<file path="src/rtl/rs_issue_queue_pkg.sv">
// Shared widths and tag/ID constants for the reservation-station issue queues.
// Each functional unit queue owns a disjoint destination-ID range.
package rs_issue_queue_pkg;
    localparam int DW_DEF    = 32;
    localparam int TW_DEF    = 5;
    localparam int OPW_DEF   = 2;
    localparam int DEPTH_DEF = 4;
    localparam int TAG_READY = 0;

    localparam int ID_BASE_ADDSUB = 1;
    localparam int ID_BASE_MULDIV = 9;
endpackage

</file>
<file path="src/rtl/rs_id_alloc.sv">
// Destination-ID free-map with lowest-free priority encoder.
// An ID being freed this cycle is already visible as available.
module rs_id_alloc
    import rs_issue_queue_pkg::*;
#(
    parameter int DEPTH   = DEPTH_DEF,
    parameter int TW      = TW_DEF,
    parameter int ID_BASE = ID_BASE_ADDSUB
) (
    input  logic          clk,
    input  logic          RST,
    input  logic          flush,
    input  logic          alloc,
    input  logic          free_en,
    input  logic [TW-1:0] free_id,
    output logic [TW-1:0] alloc_id,
    output logic          any_free
);
    logic [DEPTH-1:0] free_map;
    logic [DEPTH-1:0] avail;
    logic [DEPTH-1:0] alloc_oh;

    always_comb begin
        avail = free_map;
        for (int i = 0; i < DEPTH; i++)
            if (free_en && free_id == TW'(ID_BASE + i))
                avail[i] = 1'b1;
    end

    always_comb begin
        alloc_id = TW'(ID_BASE);
        alloc_oh = '0;
        for (int i = DEPTH - 1; i >= 0; i--) begin
            if (avail[i]) begin
                alloc_id = TW'(ID_BASE + i);
                alloc_oh = DEPTH'(1) << i;
            end
        end
    end

    assign any_free = |avail;

    always_ff @(posedge clk or posedge RST) begin
        if (RST)
            free_map <= '1;
        else if (flush)
            free_map <= '1;
        else if (alloc)
            free_map <= avail & ~alloc_oh;
        else
            free_map <= avail;
    end
endmodule

</file>
<file path="src/rtl/rs_issue_queue.sv">
// In-order reservation-station queue: compacting shift storage, CDB snoop,
// head issues when both operands are ready and the functional unit accepts.
module rs_issue_queue
    import rs_issue_queue_pkg::*;
#(
    parameter int DEPTH   = DEPTH_DEF,
    parameter int DW      = DW_DEF,
    parameter int TW      = TW_DEF,
    parameter int OPW     = OPW_DEF,
    parameter int ID_BASE = ID_BASE_ADDSUB
) (
    input  logic                       clk,
    input  logic                       RST,
    input  logic                       flush,
    input  logic                       enq_valid,
    output logic                       enq_ready,
    input  logic [OPW-1:0]             enq_op,
    input  logic [TW-1:0]              enq_tag1,
    input  logic [TW-1:0]              enq_tag2,
    input  logic [DW-1:0]              enq_val1,
    input  logic [DW-1:0]              enq_val2,
    output logic [TW-1:0]              enq_id,
    input  logic                       bc_valid,
    input  logic [TW-1:0]              bc_tag,
    input  logic [DW-1:0]              bc_data,
    input  logic                       fu_ready,
    output logic                       iss_valid,
    output logic [OPW-1:0]             iss_op,
    output logic [DW-1:0]              iss_val1,
    output logic [DW-1:0]              iss_val2,
    output logic [TW-1:0]              iss_id,
    output logic [$clog2(DEPTH+1)-1:0] count
);
    localparam int CW = $clog2(DEPTH + 1);

    function automatic logic snoop_hit(input logic v, input logic [TW-1:0] btag,
                                       input logic [TW-1:0] tag);
        return v && (btag != TW'(TAG_READY)) && (tag == btag);
    endfunction

    logic [DEPTH-1:0] busy;
    logic [OPW-1:0]   op   [DEPTH];
    logic [TW-1:0]    tag1 [DEPTH];
    logic [TW-1:0]    tag2 [DEPTH];
    logic [DW-1:0]    val1 [DEPTH];
    logic [DW-1:0]    val2 [DEPTH];
    logic [TW-1:0]    id   [DEPTH];

    logic          issue, enq_fire, any_free;
    logic [CW-1:0] wr_idx;
    logic          hit_e1, hit_e2;
    logic [TW-1:0] new_tag1, new_tag2;
    logic [DW-1:0] new_val1, new_val2;

    assign iss_valid = busy[0] && (tag1[0] == TW'(TAG_READY)) && (tag2[0] == TW'(TAG_READY));
    assign iss_op    = busy[0] ? op[0]   : '0;
    assign iss_val1  = busy[0] ? val1[0] : '0;
    assign iss_val2  = busy[0] ? val2[0] : '0;
    assign iss_id    = busy[0] ? id[0]   : '0;

    assign issue = iss_valid && fu_ready && !flush;
    // The free-map already counts the issuing head's ID, so any_free equals count<DEPTH || issue.
    assign enq_ready = !flush && any_free;
    assign enq_fire  = enq_valid && enq_ready;
    assign wr_idx    = issue ? count - CW'(1) : count;

    assign hit_e1   = snoop_hit(bc_valid, bc_tag, enq_tag1);
    assign hit_e2   = snoop_hit(bc_valid, bc_tag, enq_tag2);
    assign new_tag1 = hit_e1 ? '0 : enq_tag1;
    assign new_tag2 = hit_e2 ? '0 : enq_tag2;
    assign new_val1 = hit_e1 ? bc_data : enq_val1;
    assign new_val2 = hit_e2 ? bc_data : enq_val2;

    rs_id_alloc #(.DEPTH(DEPTH), .TW(TW), .ID_BASE(ID_BASE)) u_alloc (
        .clk      (clk),
        .RST      (RST),
        .flush    (flush),
        .alloc    (enq_fire),
        .free_en  (issue),
        .free_id  (id[0]),
        .alloc_id (enq_id),
        .any_free (any_free)
    );

    for (genvar i = 0; i < DEPTH; i++) begin : g_ent
        logic           busy_q, s_busy, load, h1, h2;
        logic [OPW-1:0] op_q, s_op;
        logic [TW-1:0]  tag1_q, tag2_q, id_q, s_t1, s_t2, s_id;
        logic [DW-1:0]  val1_q, val2_q, s_v1, s_v2;

        assign busy[i] = busy_q;
        assign op[i]   = op_q;
        assign tag1[i] = tag1_q;
        assign tag2[i] = tag2_q;
        assign val1[i] = val1_q;
        assign val2[i] = val2_q;
        assign id[i]   = id_q;

        // Source of this slot's next state: itself, or its upstream neighbour on issue.
        if (i == DEPTH - 1) begin : g_last
            always_comb begin
                s_busy = busy[i] && !issue;
                s_op = op[i];  s_t1 = tag1[i]; s_t2 = tag2[i];
                s_v1 = val1[i]; s_v2 = val2[i]; s_id = id[i];
            end
        end else begin : g_mid
            always_comb begin
                s_busy = issue ? busy[i+1] : busy[i];
                s_op   = issue ? op[i+1]   : op[i];
                s_t1   = issue ? tag1[i+1] : tag1[i];
                s_t2   = issue ? tag2[i+1] : tag2[i];
                s_v1   = issue ? val1[i+1] : val1[i];
                s_v2   = issue ? val2[i+1] : val2[i];
                s_id   = issue ? id[i+1]   : id[i];
            end
        end

        assign load = enq_fire && (wr_idx == CW'(i));
        assign h1   = snoop_hit(bc_valid, bc_tag, s_t1);
        assign h2   = snoop_hit(bc_valid, bc_tag, s_t2);

        always_ff @(posedge clk or posedge RST) begin
            if (RST)
                busy_q <= 1'b0;
            else if (flush)
                busy_q <= 1'b0;
            else
                busy_q <= s_busy || load;
        end

        always_ff @(posedge clk) begin
            if (load) begin
                op_q   <= enq_op;
                tag1_q <= new_tag1;
                tag2_q <= new_tag2;
                val1_q <= new_val1;
                val2_q <= new_val2;
                id_q   <= enq_id;
            end else begin
                op_q   <= s_op;
                tag1_q <= h1 ? '0 : s_t1;
                tag2_q <= h2 ? '0 : s_t2;
                val1_q <= h1 ? bc_data : s_v1;
                val2_q <= h2 ? bc_data : s_v2;
                id_q   <= s_id;
            end
        end
    end

    always_ff @(posedge clk or posedge RST) begin
        if (RST)
            count <= '0;
        else if (flush)
            count <= '0;
        else if (enq_fire && !issue)
            count <= count + CW'(1);
        else if (issue && !enq_fire)
            count <= count - CW'(1);
    end
endmodule
</file>
<file path="config.mk">
export PLATFORM = sky130hd
export DESIGN_NAME = rs_issue_queue
export DESIGN_NICKNAME = d
export VERILOG_FILES = /design/src/rtl/rs_issue_queue_pkg.sv /design/src/rtl/rs_id_alloc.sv /design/src/rtl/rs_issue_queue.sv
export SDC_FILE = /design/constraint.sdc
export NUM_CORES = 1
export LEC_CHECK = 0
export CORE_ASPECT_RATIO = 0.5
export CORE_UTILIZATION = 57
export CTS_BUF_LIST = sky130_fd_sc_hd__clkbuf_8 sky130_fd_sc_hd__clkbuf_16
export CTS_CLUSTER_DIAMETER = 30
export DETAILED_ROUTE_END_ITERATION = 8
export GPL_TIMING_DRIVEN = 0
export PLACE_DENSITY_LB_ADDON = 0.25
export SYNTH_ARGS = -nofsm -noshare
export SYNTH_HDL_FRONTEND = slang
export SYNTH_SLANG_ARGS = --single-unit
</file>
<file path="constraint.sdc">
create_clock -name clk -period 8 [get_ports clk]
set_input_delay 2.4 -clock clk [delete_from_list [all_inputs] [get_ports clk]]
set_output_delay 2.4 -clock clk [all_outputs]
set_load 0.01 [all_outputs]
</file>
### Word level (Yosys, flattened, before mapping)

Cells that the tools add are included.

* register bits: 335
* bits of input ports: 119
* output and inout port bits: 81
* word-level logic and storage cells: 192

* add/subtract/negate cells: 2
* equality and inequality tests: 17
* multiplexer cells: 89
* bitwise gates (word level): 2
* reductions and logical operators: 52

Operator list (number)
* 32-bit 2-to-1 mux: 26
* 5-bit 2-to-1 mux: 31
* 5-bit equality test: 10
* 1-bit logical AND: 28
* 3-bit 2-to-1 mux: 8
* 4-bit 2-to-1 mux: 6
* 3-bit nonzero test: 7
* 2-bit 2-to-1 mux: 7
* 1-bit 2-to-1 mux: 11
* 5-bit by 2-bit equality test with 1-bit output (second input constant): 2
* 5-bit zero test: 2
* 2-bit nonzero test: 5
* 3-bit by 2-bit equality test with 1-bit output (second input constant): 2
* 5-bit by 1-bit equality test with 1-bit output (second input constant): 1
* 5-bit by 3-bit equality test with 1-bit output (second input constant): 1
* 5-bit nonzero test: 1
* 4-bit AND: 1
* 1-bit logical OR: 4
* 4-bit inverter: 1
* 4-bit OR reduction: 1
* 3-bit by 1-bit adder with 3-bit output (second input constant): 1
* 3-bit by 1-bit equality test with 1-bit output (second input constant): 1
* 1-bit zero test: 3
* 3-bit zero test: 1
* 3-bit by 1-bit subtractor with 3-bit output (second input constant): 1

### Depth between registers and ports, before layout

* depth after elaboration: 15
* gate-level depth with buffers: 12

### Modules after synthesis

Synthesis repeated with hierarchy kept, for this count alone.

* cell total of the unflattened synthesis: 1934
* area, all modules: 18710.4 µm²

By module, submodules not included
* rs_issue_queue: instances 1, cells an instance 1884, area an instance 18296.3 µm²
* rs_id_alloc: instances 1, cells an instance 50, area an instance 414.1 µm²

### Worst setup path after synthesis

Ideal clock, no wire load.

* path type: in2reg
* from: input port bc_tag[1]
* to: register g_ent[3].tag2_q[0] (enable)
* arrival time: 7374 ps
* data required time: 7466 ps
* setup slack: 92 ps
* stages on the path: 5
* path buffers: 1
* cells stage by stage: clkbuf_1 -> inv_1 -> a22oi_1 -> or3b_2 -> o41ai_1

* word-level cells in the longest chain between the ends: 4
* elaborated cells between the ends (all ways): 5
* classes of those cells: 1 x eq/ne; 4 x reduce/logical

Ends and longest elaborated chain
* from (decl): RTL line rs_issue_queue.sv:24 `input logic [TW-1:0] bc_tag,`
* 5-bit nonzero test: RTL line rs_issue_queue.sv:38 `return v && (btag != TW'(TAG_READY)) && (tag == btag);`
* 1-bit logical AND: RTL line rs_issue_queue.sv:38
* 1-bit logical AND *: RTL line rs_issue_queue.sv:38
* 2-bit nonzero test (no line) *
* to (signal assigned): RTL line rs_issue_queue.sv:135 `tag2_q <= new_tag2;`
* to (signal assigned): RTL line rs_issue_queue.sv:142 `tag2_q <= h2 ? '0 : s_t2;`
* to (decl): RTL line rs_issue_queue.sv:88 `logic [TW-1:0] tag1_q, tag2_q, id_q, s_t1, s_t2, s_id;`

Mark *: on every way between the ends. The rest lies on a longest branch, timed or not.
A chain may end at the register's enable or synchronous reset.

### Worst setup path in the final report

* from: input port fu_ready
* to: output port enq_id[0]

* word-level cells in the longest chain between the ends: 8
* elaborated cells between the ends (all ways): 14
* classes of those cells: 8 x mux; 6 x reduce/logical

Ends and longest elaborated chain
* from (decl): RTL line rs_issue_queue.sv:26 `input logic fu_ready,`
* 1-bit logical AND * (2 in series): RTL line rs_issue_queue.sv:61 `assign issue = iss_valid && fu_ready && !flush;`
* 1-bit logical AND: RTL line rs_id_alloc.sv:26 `if (free_en && free_id == TW'(ID_BASE + i))`
* 1-bit 2-to-1 mux: RTL line rs_id_alloc.sv:26
* 3-bit 2-to-1 mux (3 in series): RTL line rs_id_alloc.sv:34 `if (avail[i]) begin`
* 3-bit 2-to-1 mux *: RTL line rs_id_alloc.sv:34
* to (decl): RTL line rs_issue_queue.sv:22 `output logic [TW-1:0] enq_id,`

Marked as above.

==> metrics.md <==
| Metric | Value |
|---|---|
| Critical Path AT | 5.38 ns |
| Global-route wire length before repair | roughly 79000 µm |
| Pwr dens | about 230 nW/µm² |
| Critical-path cell list | clkdlybuf4s50_1 > nor2b_1 > nand4_4 > buf_6 > buf_2 > o22ai_1 > a21oi_1 > a2bb2oi_1 > nor2_1 > inv_1 > clkdlybuf4s50_1 |
| Fmax | 0.129 GHz |
| FP Rows | 45 |
| Crit path max fanout | 10 |
| Slowest-stage cell, CP | clkdlybuf4s50_1 |
| Hold path start | g_ent[1].id_q[2] |
| DIE AREA | 31600 µm² |
| Post-synth top area cell | edfxtp_1 |
| Main synth FF type | edfxtp_1 |
| Critical path launch point type | primary input |
| Hpwl dp | 37600 µm |
| Logic pwr share | 0.155 |
| MaxCap Viol Count | 0 |
| Die width | ~250 µm |
| Leading cell types by count after synthesis | 286 x edfxtp_1, 109 x clkbuf_1, 96 x o221a_1 |
| Postcts setup bufs | 0 |
| Die H | about 130 µm |
| Fin cells | 2150 |
| Reg2reg start | g_ent[0].busy_q |
| Htree depth | 2 |
| Root Buffer | clkbuf_16 |
| Placed Area | 19800 µm² |
| Relative slew slack | 0.299 |
| Mapped cell area | 17600 µm² |
| Routed Antenna Nets | 0 |
| Status | complete, no violations |
| WHS Endpoint | g_ent[0].id_q[2] |
| Synthesis-to-layout area growth | 21.3% |
| Final Core Density | 0.704 |
| GRT Util Overall | 0.332 |
| #FFs+latches synth | ~330 |
| Post-synth ARST share | 0.0336 |
| Peak supply drop | ~0.16 mV |
| Pre-antenna DRT Iters | 5 |
| Min-Delay Path Class | reg2reg |
| Fin area | 21400 µm² |
| Setup TNS | 0 ns |
| CP Capture Type | primary output |
| # IOs | 200 |
| Final nets | between 1500 and 2000 |
| CTS Buf Count | 44 |
| Via density | 6.46 |
| Req. time, crit path | about 5.6 ns |
| Hold path depth | 2 |
| Area contributors post-synth | edfxtp_1 49%, o221a_1 6.1%, o221a_2 4.1% |
| Netlist cell types | 82 |
| Worst R2R Path Depth | 8 |
| Int Pwr | between 3 and 4 mW |
| Yosys top cell area share | 0.488 |
| DR iter-0 viols | 1727 |
| P_sw | 1.36 mW |
| Clk pwr share | 0.417 |
| Layout cell share with drive strength beyond 1 | 0.127 |
| Critical path's largest stage delay | 0.53 ns |
| DR DRC count | 0 |
| Ys Warns | 0 |
| Final hold violation count | 0 |
| Final setup viols | 0 |
| Max-slew violations | 0 |
| R2r endpoint | g_ent[0].val2_q[25] |
| Syn Area/Cell | 11.8 µm² |
| Via count | around 14000 |
| CTS max path bufs | 3 |
| Sequential element share of the synthesized area | 0.538 |
| Most used cell, CP | clkdlybuf4s50_1 |
| Flop pwr share | 0.428 |
| RePlAce Congestion | 0.957 |
| Switching power share of the total | 0.273 |
| Power Total | 4.97 mW |
| CTS tree | done |
| Worst Skew | roughly 0.03 ns |
| DRT Wirelength | 52500 µm |
| Worst Max-Slew Pin Slew | 1.05 ns |
| Initial antenna violation count | 6 |
| Initial Util | 0.580 |
| Clock latency reported for the late side of the worst-skew pair | 0.55 ns |
| Clock-pin slew on the worst setup and hold paths | 0.05 ns |
| Dpl cells | 2063 |
| CTS sink count | 327 |
| Crit path kind | in2out |
| R2R Setup Slk | 3.14 ns |
| Final min period | 7.78 ns |
| Cells after synthesis | 1495 |
| Count leader, synth | edfxtp_1 |
| Core ar. | 30300 µm² |
| Largest net degree at the start of global routing | 38 |
| Leak | 7.31 nW |
| Post-synth EDFFs | between 200 and 300 |
| Routed len/inst | around 24 µm |
| Vias in the first global route | 13600 |
| Fin crit share | 0.972 |
| Congestion Overflow GR | 0 |
| RSZ-0062 raised after global routing | false |
| Port bufs | 161 |
-- how the worst max path moves through the flow --
stage | cells after the start | slack (ns) | from | endpoint
after detailed placement | 9 | 0.1 | fu_ready | enq_id[2]
final | 11 | 0.22 | fu_ready | enq_id[0]
after global placement | 6 | -3.08 | bc_tag[1] | g_ent[3].s_v2[20]
after global routing | 11 | 0.11 | fu_ready | enq_id[0]
after CTS | 9 | 0.09 | fu_ready | enq_id[2]
after floorplan | 5 | 0.09 | bc_tag[1] | g_ent[3].s_t2[0]
-- timing repair --
action	4_1_cts	5_1_grt
hold buffers	0	0
resized for setup	0	2
setup endpoints to repair	0	2
-- power by group through the flow --
stage	clock network (mW)	registers [mW]	logic [mW]
after floorplan	0	2.12	0.497
after global routing	2.15	2.14	0.833
after detailed placement	0	2.16	0.755
after global placement	0	2.15	0.730
after CTS	2.07	2.12	0.760
final	2.07	2.12	0.773
-- stage by stage --
stage	hold WS, ns	setup WS (ns)
finish	0.513	0.223
global route	0.534	0.106
CTS	0.518	0.0898
detailed placement	0.504	0.0995
global placement	0.497	-3.08
floorplan	0.491	0.0916
-- cells in the final DEF (no fill, tap or decap), types with 6 or more instances in the layout --
| cell | netlist | routed |
|---|---|---|
| a211oi_1 | 33 | 33 |
| a21oi_1 | 28 | 27 |
| a31oi_1 | 7 | 7 |
| and2_1 | 71 | 71 |
| buf_2 | 25 | 25 |
| buf_4 | 8 | 13 |
| buf_6 | 11 | 11 |
| bufinv_16 | 0 | 6 |
| clkbuf_1 | 109 | 109 |
| clkbuf_16 | 0 | 45 |
| clkdlybuf4s50_1 | 0 | 161 |
| clkinvlp_4 | 0 | 6 |
| dfrtp_1 | 7 | 7 |
| dfxtp_1 | 30 | 30 |
| diode_2 | 0 | 7 |
| edfxtp_1 | 286 | 286 |
| inv_1 | 21 | 23 |
| inv_6 | 0 | 8 |
| mux2_1 | 62 | 62 |
| mux2i_1 | 45 | 45 |
| nand2_1 | 94 | 93 |
| nand2b_1 | 39 | 39 |
| nand3_1 | 12 | 9 |
| nand4_1 | 6 | 6 |
| nor2_1 | 44 | 44 |
| nor2b_1 | 8 | 8 |
| nor3_1 | 69 | 69 |
| o21ai_0 | 30 | 30 |
| o221a_1 | 96 | 96 |
| o221a_2 | 64 | 64 |
| o22ai_1 | 14 | 14 |
| or2_0 | 62 | 62 |
| or2_1 | 6 | 6 |
| or3_1 | 83 | 83 |
| xnor2_1 | 13 | 13 |
| xor2_1 | 17 | 17 |
-- layout make-up --
cell class | instances | area [µm²]
Antenna cell | 7 | 17.5
Buffer | 156 | 729
Clock buffer | 46 | 1140
Clock inverter | 34 | 398
Fill cell | 2103 | 8980
Inverter | 22 | 82.6
Multi-Input combinational cell | 993 | 7380
Sequential cell | 327 | 9470
Tap cell | 399 | 499
Timing Repair Buffer | 166 | 1650
-- sequential cells by signal, summed over array words and instances, names as in the netlist --
signal,count
g_ent.val2_q,96
g_ent.s_v1,32
g_ent.s_t2,5
g_ent.tag1_q,15
g_ent.s_v2,32
g_ent.s_t1,5
u_alloc.free_map,4
g_ent.op_q,8
g_ent.busy_q,4
count,3
g_ent.val1_q,96
g_ent.id_q,12
g_ent.tag2_q,15
-- cells by family (layout without fill, tap and decap cells) --
group,after synthesis,count (layout),share of synthesized area
other cells,1,11,0.000213
compound gates,320,320,0.165
mux,111,111,0.0680
flops,327,327,0.538
buf+inv,178,424,0.0461
xor+xnor,30,30,0.0149
fa+ha+maj,2,2,0.00142
simple gates,526,526,0.167
-- critical path, delay by kind of cell --
family | cells | cell delay [ns]
compound gates | 3 | 0.37
buf+inv | 5 | 1.63
simple gates | 3 | 0.97
-- routing by layer --
| metal | vias to the layer above | global-route usage | routed length (µm) |
|---|---|---|---|
| met5 | - | 0 | 0 |
| met4 | 0 | 0.121 | 1580 |
| met2 | 810 | 0.549 | 25000 |
| met1 | 6767 | 0.445 | 20700 |
| met3 | 102 | 0.0527 | 5210 |
| li1 | 6210 | - | - |
Note: power is estimated with default switching activity, not from simulation.
